===== config.mk =====
export PLATFORM = sky130hd
export DESIGN_NAME = alu_seq_flat
export DESIGN_NICKNAME = d
export VERILOG_FILES = /design/src/rtl/alu_seq_if.sv /design/src/rtl/alu_seq.sv /design/src/flat_wrapper.sv
export SDC_FILE = /design/constraint.sdc
export NUM_CORES = 1
export LEC_CHECK = 0
export BUFFER_PORTS_ARGS = -buffer_cell sky130_fd_sc_hd__buf_2
export CAP_MARGIN = 20
export CORE_ASPECT_RATIO = 2
export CORE_MARGIN = 2
export CORE_UTILIZATION = 40
export DETAILED_ROUTE_END_ITERATION = 16
export HOLD_SLACK_MARGIN = 0.15
export SYNTH_ARGS = -nofsm -noshare
export SYNTH_HDL_FRONTEND = slang
export SYNTH_SLANG_ARGS = --single-unit

===== constraint.sdc =====
create_clock -name clk -period 3.35 [get_ports clk]
set_clock_uncertainty 0.15 [all_clocks]
set_input_delay 0.67 -clock clk [delete_from_list [all_inputs] [get_ports clk]]
set_output_delay 0.67 -clock clk [all_outputs]
set_load 0.005 [all_outputs]

===== src/rtl/alu_seq_if.sv =====
// alu_seq_if: request/response bundle for alu_seq.
//   Request : in_valid, ALUA, ALUB, ALUControl, ALUFlagIn (driven by master)
//             in_ready                                    (driven by slave)
//   Response: out_valid, ALUResult, C, Z, N, V, busy      (driven by slave)
//             out_ready                                   (driven by master)
interface alu_seq_if #(
  parameter int WIDTH = 8
);
  logic             in_valid;
  logic             in_ready;
  logic [WIDTH-1:0] ALUA;
  logic [WIDTH-1:0] ALUB;
  logic [3:0]       ALUControl;
  logic             ALUFlagIn;
  logic             out_valid;
  logic             out_ready;
  logic [WIDTH-1:0] ALUResult;
  logic             C;
  logic             Z;
  logic             N;
  logic             V;
  logic             busy;

  modport master (
    output in_valid, ALUA, ALUB, ALUControl, ALUFlagIn, out_ready,
    input  in_ready, out_valid, ALUResult, C, Z, N, V, busy
  );

  modport slave (
    input  in_valid, ALUA, ALUB, ALUControl, ALUFlagIn, out_ready,
    output in_ready, out_valid, ALUResult, C, Z, N, V, busy
  );
endinterface


===== src/rtl/alu_seq.sv =====
// alu_seq: multi-cycle ALU with valid/ready handshake.
//   clk   : rising-edge clock
//   rst_n : synchronous active-low reset
//   bus   : alu_seq_if.slave -- operands/opcode in, result/flags out,
//           in_ready (idle), out_valid (result held), busy (not idle)
// Non-shift opcodes take one EXEC cycle; shifts move one bit per cycle
// for min(ALUB, WIDTH) cycles. Result and flags stay registered until
// the next operation completes.
module alu_seq #(
  parameter int WIDTH = 8,
  parameter int CNT_W = $clog2(WIDTH + 1)
) (
  input logic      clk,
  input logic      rst_n,
  alu_seq_if.slave bus
);

  typedef enum logic [1:0] {IDLE, EXEC, SHIFT, DONE} state_t;

  typedef enum logic [3:0] {
    OP_AND = 4'd0, OP_OR  = 4'd1, OP_ADD = 4'd2, OP_INC = 4'd3,
    OP_DEC = 4'd4, OP_NOT = 4'd5, OP_SUB = 4'd6, OP_XOR = 4'd7,
    OP_SHL = 4'd8, OP_SHR = 4'd9
  } op_t;

  localparam int MSB = WIDTH - 1;
  localparam logic [WIDTH-1:0] WIDTH_V = WIDTH'(WIDTH);

  state_t           state_q, state_d;
  logic [WIDTH-1:0] a_q, b_q, sh_q;
  logic [3:0]       op_q;
  logic             fin_q;
  logic [CNT_W-1:0] cnt_q;
  logic [WIDTH-1:0] res_q;
  logic             c_q, z_q, n_q, v_q;

  logic             req_shift;
  logic [CNT_W-1:0] cnt_load;
  logic [WIDTH-1:0] x;
  logic [WIDTH-1:0] ex_res;
  logic             ex_c, ex_v;
  logic [WIDTH-1:0] sh_nxt;
  logic             sh_out;
  logic             last_shift;

  // Request decode: saturated shift count taken straight from the bus.
  always_comb begin
    req_shift = (bus.ALUControl == OP_SHL) || (bus.ALUControl == OP_SHR);
    cnt_load  = (bus.ALUB >= WIDTH_V) ? CNT_W'(WIDTH) : CNT_W'(bus.ALUB);
  end

  // One-bit shift step; sh_out is the bit leaving the register.
  always_comb begin
    if (op_q == OP_SHL) begin
      sh_nxt = {sh_q[WIDTH-2:0], fin_q};
      sh_out = sh_q[MSB];
    end else begin
      sh_nxt = {fin_q, sh_q[WIDTH-1:1]};
      sh_out = sh_q[0];
    end
    last_shift = (cnt_q == CNT_W'(1));
  end

  // Single-cycle operations, evaluated on the latched request.
  always_comb begin
    ex_res = '0;
    ex_c   = 1'b0;
    ex_v   = 1'b0;
    x      = fin_q ? b_q : a_q;
    case (op_q)
      OP_AND: ex_res = a_q & b_q;
      OP_OR:  ex_res = a_q | b_q;
      OP_XOR: ex_res = a_q ^ b_q;
      OP_NOT: ex_res = ~x;
      OP_ADD: begin
        {ex_c, ex_res} = {1'b0, a_q} + {1'b0, b_q};
        ex_v = (a_q[MSB] == b_q[MSB]) && (ex_res[MSB] != a_q[MSB]);
      end
      OP_SUB: begin
        ex_res = a_q - b_q;
        ex_c   = (a_q >= b_q);
        ex_v   = (a_q[MSB] != b_q[MSB]) && (ex_res[MSB] != a_q[MSB]);
      end
      OP_INC: begin
        ex_res = x + 1'b1;
        ex_c   = &x;
        ex_v   = ~x[MSB] & ex_res[MSB];
      end
      OP_DEC: begin
        ex_res = x - 1'b1;
        ex_c   = ~|x;
        ex_v   = x[MSB] & ~ex_res[MSB];
      end
      // Shift by zero passes A through with no carry.
      OP_SHL, OP_SHR: ex_res = a_q;
      default: ex_res = '0;
    endcase
  end

  always_comb begin
    state_d = state_q;
    case (state_q)
      IDLE:  if (bus.in_valid) state_d = (req_shift && (cnt_load != '0)) ? SHIFT : EXEC;
      EXEC:  state_d = DONE;
      SHIFT: if (last_shift) state_d = DONE;
      DONE:  if (bus.out_ready) state_d = IDLE;
      default: state_d = IDLE;
    endcase
  end

  always_ff @(posedge clk) begin
    if (!rst_n) state_q <= IDLE;
    else        state_q <= state_d;
  end

  always_ff @(posedge clk) begin
    if (!rst_n) begin
      a_q   <= '0;
      b_q   <= '0;
      sh_q  <= '0;
      op_q  <= '0;
      fin_q <= 1'b0;
      cnt_q <= '0;
      res_q <= '0;
      c_q   <= 1'b0;
      z_q   <= 1'b1;
      n_q   <= 1'b0;
      v_q   <= 1'b0;
    end else begin
      case (state_q)
        IDLE: if (bus.in_valid) begin
          a_q   <= bus.ALUA;
          b_q   <= bus.ALUB;
          sh_q  <= bus.ALUA;
          op_q  <= bus.ALUControl;
          fin_q <= bus.ALUFlagIn;
          cnt_q <= cnt_load;
        end
        EXEC: begin
          res_q <= ex_res;
          c_q   <= ex_c;
          v_q   <= ex_v;
          z_q   <= (ex_res == '0);
          n_q   <= ex_res[MSB];
        end
        SHIFT: begin
          sh_q  <= sh_nxt;
          cnt_q <= cnt_q - 1'b1;
          // Outputs only change on the final shift so the previous
          // result stays visible while the shift is in progress.
          if (last_shift) begin
            res_q <= sh_nxt;
            c_q   <= sh_out;
            v_q   <= 1'b0;
            z_q   <= (sh_nxt == '0);
            n_q   <= sh_nxt[MSB];
          end
        end
        default: ;
      endcase
    end
  end

  assign bus.in_ready  = (state_q == IDLE);
  assign bus.out_valid = (state_q == DONE);
  assign bus.busy      = (state_q != IDLE);
  assign bus.ALUResult = res_q;
  assign bus.C         = c_q;
  assign bus.Z         = z_q;
  assign bus.N         = n_q;
  assign bus.V         = v_q;

endmodule


===== src/flat_wrapper.sv =====
// flat-port wrapper written by rule: the top's interface ports become plain ports
module alu_seq_flat 
#(
  parameter int WIDTH = 8,
  parameter int CNT_W = $clog2(WIDTH + 1)
)
  (clk, rst_n, bus_in_valid, bus_ALUA, bus_ALUB, bus_ALUControl, bus_ALUFlagIn, bus_out_ready, bus_in_ready, bus_out_valid, bus_ALUResult, bus_C, bus_Z, bus_N, bus_V, bus_busy);
  alu_seq_if #(.WIDTH(WIDTH)) bus_i ();
  input logic clk;
  input logic rst_n;
  input wire logic [$bits(bus_i.in_valid)-1:0] bus_in_valid;
  input wire logic [$bits(bus_i.ALUA)-1:0] bus_ALUA;
  input wire logic [$bits(bus_i.ALUB)-1:0] bus_ALUB;
  input wire logic [$bits(bus_i.ALUControl)-1:0] bus_ALUControl;
  input wire logic [$bits(bus_i.ALUFlagIn)-1:0] bus_ALUFlagIn;
  input wire logic [$bits(bus_i.out_ready)-1:0] bus_out_ready;
  output wire logic [$bits(bus_i.in_ready)-1:0] bus_in_ready;
  output wire logic [$bits(bus_i.out_valid)-1:0] bus_out_valid;
  output wire logic [$bits(bus_i.ALUResult)-1:0] bus_ALUResult;
  output wire logic [$bits(bus_i.C)-1:0] bus_C;
  output wire logic [$bits(bus_i.Z)-1:0] bus_Z;
  output wire logic [$bits(bus_i.N)-1:0] bus_N;
  output wire logic [$bits(bus_i.V)-1:0] bus_V;
  output wire logic [$bits(bus_i.busy)-1:0] bus_busy;
  assign bus_i.in_valid = bus_in_valid;
  assign bus_i.ALUA = bus_ALUA;
  assign bus_i.ALUB = bus_ALUB;
  assign bus_i.ALUControl = bus_ALUControl;
  assign bus_i.ALUFlagIn = bus_ALUFlagIn;
  assign bus_i.out_ready = bus_out_ready;
  assign bus_in_ready = bus_i.in_ready;
  assign bus_out_valid = bus_i.out_valid;
  assign bus_ALUResult = bus_i.ALUResult;
  assign bus_C = bus_i.C;
  assign bus_Z = bus_i.Z;
  assign bus_N = bus_i.N;
  assign bus_V = bus_i.V;
  assign bus_busy = bus_i.busy;
  alu_seq #(.WIDTH(WIDTH), .CNT_W(CNT_W)) u_core (.clk(clk), .rst_n(rst_n), .bus(bus_i));
endmodule

* Word level (Yosys, flattened, before mapping) *
Cells that the tools add are included.

cells by class
  add/subtract/negate cells = 5
  $mul = 0
  divide/modulo/power cells = 0
  $lt $le $gt $ge = 2
  equal/unequal tests = 22
  shift-type cells = 0
  muxes and demuxes = 26
  bitwise operators = 8
  reduce and logical (&&, ||, !) cells = 20

operators with widths
  kind                                                                                  number
  8-bit one-hot mux with 9 select lines                                                 1
  8-bit two-way mux                                                                     4
  8-bit one-hot mux with 2 select lines                                                 2
  4-bit by 3-bit == test with 1-bit output (second input constant)                      4
  4-bit == test (second input constant)                                                 4
  8-bit logical NOT                                                                     2
  8-bit by 8-bit adder with 9-bit output                                                1
  8-bit by 1-bit adder with 8-bit output (second input constant)                        1
  8-bit bitwise AND                                                                     1
  4-bit by 1-bit == test with 1-bit output (second input constant)                      2
  4-bit by 2-bit == test with 1-bit output (second input constant)                      2
  8-bit by 4-bit greater-or-equal comparator with 1-bit output (second input constant)  1
  8-bit greater-or-equal comparator                                                     1
  2-bit two-way mux                                                                     4
  4-bit two-way mux                                                                     2
  8-bit inverter                                                                        1
  8-bit bitwise OR                                                                      1
  1-bit one-hot mux with 2 select lines                                                 4
  1-bit one-hot mux with 4 select lines                                                 2
  2-bit one-hot mux with 4 select lines                                                 1
  4-bit one-hot mux with 2 select lines                                                 1
  8-bit AND reduction                                                                   1
  8-bit OR reduction                                                                    1
  8-bit by 1-bit subtractor with 8-bit output (second input constant)                   1
  22 further kinds                                                                      38

storage, ports and cells
  bits in registers = 47
  latch bits = 0
  memory bits (writable) = 0
  bits in read-only memories = 0
  bits of input ports = 25
  output and inout bits = 15
  logic and storage cells = 95
  memories = 0

* Longest topological paths before layout *
  depth in word-level cells = 7
  gate-level depth with buffers = 11
  depth with buffers taken out = 10

* Worst setup path after synthesis *
OpenSTA, ideal clock, no wires.

  kind = register -> register
  from = register u_core.fin_q
  to = register u_core.res_q[7] (netlist: u_core.bus.ALUResult[7])
  library setup time = 0.117 ns
  arrival = 2.593 ns
  required time = 3.083 ns
  setup slack = 0.490 ns
  stages on the path, launching flop included = 11
  buffers on the path = 2
  period minus slack after synthesis = 2.860 ns
  path through = dfxtp_1 buf_6 buf_2 mux2i_1 and3b_1 ha_1 a32oi_1 o21ai_0 a311oi_1 or3b_1 a32o_1

on the way
  word-level cells in the longest chain between the ends = 4
  elaborated cells between the ends (all ways) = 8
  those cells by class = add/sub (2); mux (5); bitwise (1)

ends and longest elaborated chain
  item                                                                 line            text
  start: declaration                                                   alu_seq.sv:32   logic fin_q;
  start signal: assignment                                             alu_seq.sv:136  fin_q <= bus.ALUFlagIn;
  8-bit two-way mux                                                    alu_seq.sv:69   x = fin_q ? b_q : a_q;
  8-bit by 1-bit subtractor with 8-bit output (tied with other cells)  alu_seq.sv:90   ex_res = x - 1'b1;
  8-bit one-hot mux with 9 select lines                                alu_seq.sv:70   case (op_q)
  8-bit one-hot mux with 2 select lines (*)                            alu_seq.sv:130  case (state_q)
  end signal: assignment                                               alu_seq.sv:140  res_q <= ex_res;
  end signal: assignment                                               alu_seq.sv:152  res_q <= sh_nxt;
  end: declaration                                                     alu_seq.sv:34   logic [WIDTH-1:0] res_q;

Every way passes the cells marked *; elsewhere a longest branch is shown, timed or not. The select of a mux whose other input is x is not followed.
A chain may end at the register's enable or synchronous reset.

* Worst setup path after layout *
  from = register u_core.fin_q
  to = register u_core.res_q[5] (netlist: u_core.bus.ALUResult[5])

on the way
  word-level cells in the longest chain between the ends = 4
  elaborated cells between the ends (all ways) = 6
  those cells by class = add/sub (2); mux (3); bitwise (1)

ends and longest elaborated chain
  item                                                                 line
  8-bit two-way mux (*)                                                alu_seq.sv:69
  8-bit by 1-bit subtractor with 8-bit output (tied with other cells)  alu_seq.sv:90
  8-bit one-hot mux with 9 select lines (*)                            alu_seq.sv:70
  8-bit one-hot mux with 2 select lines (*)                            alu_seq.sv:130

Every way passes the cells marked *; elsewhere a longest branch is shown, timed or not.

==> impl_metrics.csv <==
group,metric,value,unit
cells_and_area,n_antenna_cell,0,
logic_synthesis,ys_async_sr_fraction,0,
logic_synthesis,synth_edf_count,0,
critical_path,cp_max_fo,22,
job,drv_cap,0,
timing,finalMaxSlewViolations,0,
clock_tree,holdBufCountCts,0,
drt,wl_per_cell,19.6,um
timing,rsz0062_at_grt,"false",
drt,num_vias,4465,
floorplan,die_y,149,um
drt,drtAntennaViolNets,0,
hold_path,hold_class,"flip-flop to flip-flop",
logic_synthesis,postSynthCellCount,566,
drt,drc,0,
logic_synthesis,synth_area,4230,um2
critical_path,critPathRequiredTime,3.37,ns
timing,setup_ws,0.196,ns
logic_synthesis,ys_types,81,
placed_design,dpl.hpwl,11800,um
grt,grt_pass1_vias,4442,
drt,drtIter0Drc,289,
logic_synthesis,synthTopCellsByArea,"dfxtp_1, ha_1, nand2_1, a21boi_0, nand3_1",
cells_and_area,areaGrowthSynthToFinish,14.7,%
drt,drtPass1Iterations,4,
floorplan,die_area,11500,um2
clock_tree,clkTransAtPathRegs,0.06,ns
pwr,ir_worst_vdd,0.000487,V
logic_synthesis,yosysWarnings,0,
timing,fmaxAchievable,317,MHz
floorplan,core-area,10400,um2
timing,min_period,3.15,ns
placed_design,port_buffers,39,
critical_path,path_cells,"buf_4, mux2_2, a31oi_1, a211oi_1, a2111oi_0, buf_4, o211ai_1, o211ai_1, a21boi_1",
clock_tree,cts_tree,"built",
clock_tree,cts_resized,0,
grt,grt_antenna_before_repair,0,
critical_path,r2r-start,"u_core.fin_q",
floorplan,num_rows,53,
placed_design,place_congestion,0.964,
drt,routed_wl,14600,um
clock_tree,cts_made_buffers,5,
clock_tree,cts_root_buf,"clkbuf_16",
clock_tree,cts.htree.levels,2,
timing,final.setup.tns,0,ns
logic_synthesis,synth_top_cell_by_area,"dfxtp_1",
critical_path,cp-startpoint,"u_core.fin_q",
placed_design,place_ws,0.259,ns
logic_synthesis,ys_seq_area_frac,0.218,
pwr,p_leak,1.89,nW
critical_path,slowest_stage,"a2111oi_0",
critical_path,path_class,"flip-flop to flip-flop",
pwr,power.density,646,nW/um2
clock_tree,clk_latency,0.28,ns
cells_and_area,drive_gt1_frac,0.161,
timing,slew_headroom,0.431,
critical_path,critPathLaunchType,"flip-flop",
grt,globalRouteOverflowTotal,0,
logic_synthesis,syn_nets,627,
timing,finalSetupViolCount,0,
logic_synthesis,synth.avg_cell_area,7.48,um2
floorplan,dieWidth,76.7,um
cells_and_area,fin_nets,669,
logic_synthesis,synth_top_area_frac,0.218,
clock_tree,clkSinkCount,46,
logic_synthesis,yosys_most_used_dff,"dfxtp_1",
cells_and_area,mostFrequentLayoutCell,"nand2_1",
hold_path,min-delay-start,"u_core.bus.ALUResult[5]",
timing,worst_slew_pin_slew,0.846,ns
floorplan,start_util,0.407,
critical_path,arrival,3.18,ns
grt,track_usage,0.254,
clock_tree,cts_buffer_depth,2,
grt,grt_first_pass_wirelength,22800,um
grt,grt_max_degree,50,
critical_path,slowest_delay,0.62,ns
cells_and_area,final_cell_mix,"nand2_1, dfxtp_1, buf_4, buf_2, ha_1",
outcome,status,"complete, no violations",
timing,finalHoldViolCount,0,
critical_path,crit_path_end_kind,"flip-flop",
critical_path,cp_num_buf_inv,2,
drt,avgViaCountPerCell,5.99,
floorplan,pin_count,40,
clock_tree,post_cts_buffers,0,
logic_synthesis,ys_seq_elements,46,
timing,period_share,0.941,
critical_path,critPathTopFamily,"compound AO/OA/AOI/OAI gates",
[layout make-up]
type	count	area, um2
timing repair buffer	79	495
clock buffer	7	143
clock inverter	1	5.00
inverter	34	128
multi-input combinational	442	2990
tap	137	171
sequential	46	921
fill	1093	5560
[sequential cells by signal, indices dropped and copies added, names as in the netlist]
signal,count
u_core.b_q,8
u_core.bus.V,1
u_core.bus.Z,1
u_core.state_q,2
u_core.a_q,8
u_core.op_q,4
u_core.bus.C,1
u_core.fin_q,1
u_core.sh_q,8
u_core.cnt_q,4
u_core.bus.ALUResult,8
[power by group]
group,internal [mW],switching (mW)
clock network,0.296,0.199
logic,0.700,1.10
registers,0.680,0.161
total,1.68,1.46
[final timing paths]
kind,to,slack (ns),cells after the start
hold reg to reg,u_core.bus.ALUResult[5],0.30,2
hold / removal,u_core.bus.ALUResult[5],0.30,2
setup reg to reg,u_core.bus.ALUResult[5],0.20,9
setup / recovery,u_core.bus.ALUResult[5],0.20,9
[cell families after synthesis]
| logic type | Yosys count | share of synthesized area |
|---|---|---|
| buffers and inverters | 78 | 0.0757 |
| DFF | 46 | 0.218 |
| xor gates and xnor gates | 8 | 0.0166 |
| adders and majority gates | 36 | 0.110 |
| AOI/OAI and AO/OA | 176 | 0.301 |
| and+or+nand+nor | 211 | 0.247 |
| muxes | 11 | 0.0322 |
[synthesized netlist by cell type, drive strengths merged, types with 4 or more instances]
master	number
nor2b	5
a31oi	9
nor4	4
or4	4
a21oi	19
and3	4
mux2i	9
or3	5
o211ai	16
nor3	13
nand4	9
o21bai	5
dfxtp	46
a21o	4
a21boi	37
nand3	24
clkbuf	28
o21ai	26
nor2	20
nor3b	4
nand2	97
a22oi	6
buf	16
nor4b	4
xor2	4
and2	5
ha	34
inv	33
xnor2	4
a32oi	4
[routing by layer]
| layer | track usage | wire, um | vias to the layer above |
|---|---|---|---|
| li1 | - | - | 2150 |
| met1 | 0.248 | 5190 | 2100 |
| met2 | 0.473 | 7690 | 154 |
| met3 | 0.0241 | 452 | 61 |
| met4 | 0.214 | 1260 | 0 |
| met5 | 0 | 0 | - |
[worst min-delay path: cells and delay by family (launching register included)]
| family | cells | cell delay [ns] |
|---|---|---|
| DFF | 1 | 0.31 |
| AOI/OAI and AO/OA | 1 | 0.05 |
| and+or+nand+nor | 1 | 0.05 |
[stage by stage]
step / power (mW) / area [um2] / hold WS, ns / std cells / utilization
after detailed placement: 2.62 / 4710 / 0.292 / 738 / 0.452
after global placement: 2.61 / 4710 / 0.294 / 738 / 0.452
after global routing: 3.36 / 4850 / 0.328 / 746 / 0.466
final: 3.14 / 4850 / 0.301 / 746 / 0.466
after CTS: 3.13 / 4850 / 0.301 / 746 / 0.466
after floorplan: 2.01 / 4230 / 0.296 / 566 / -
(Power assumes the default switching activity.)
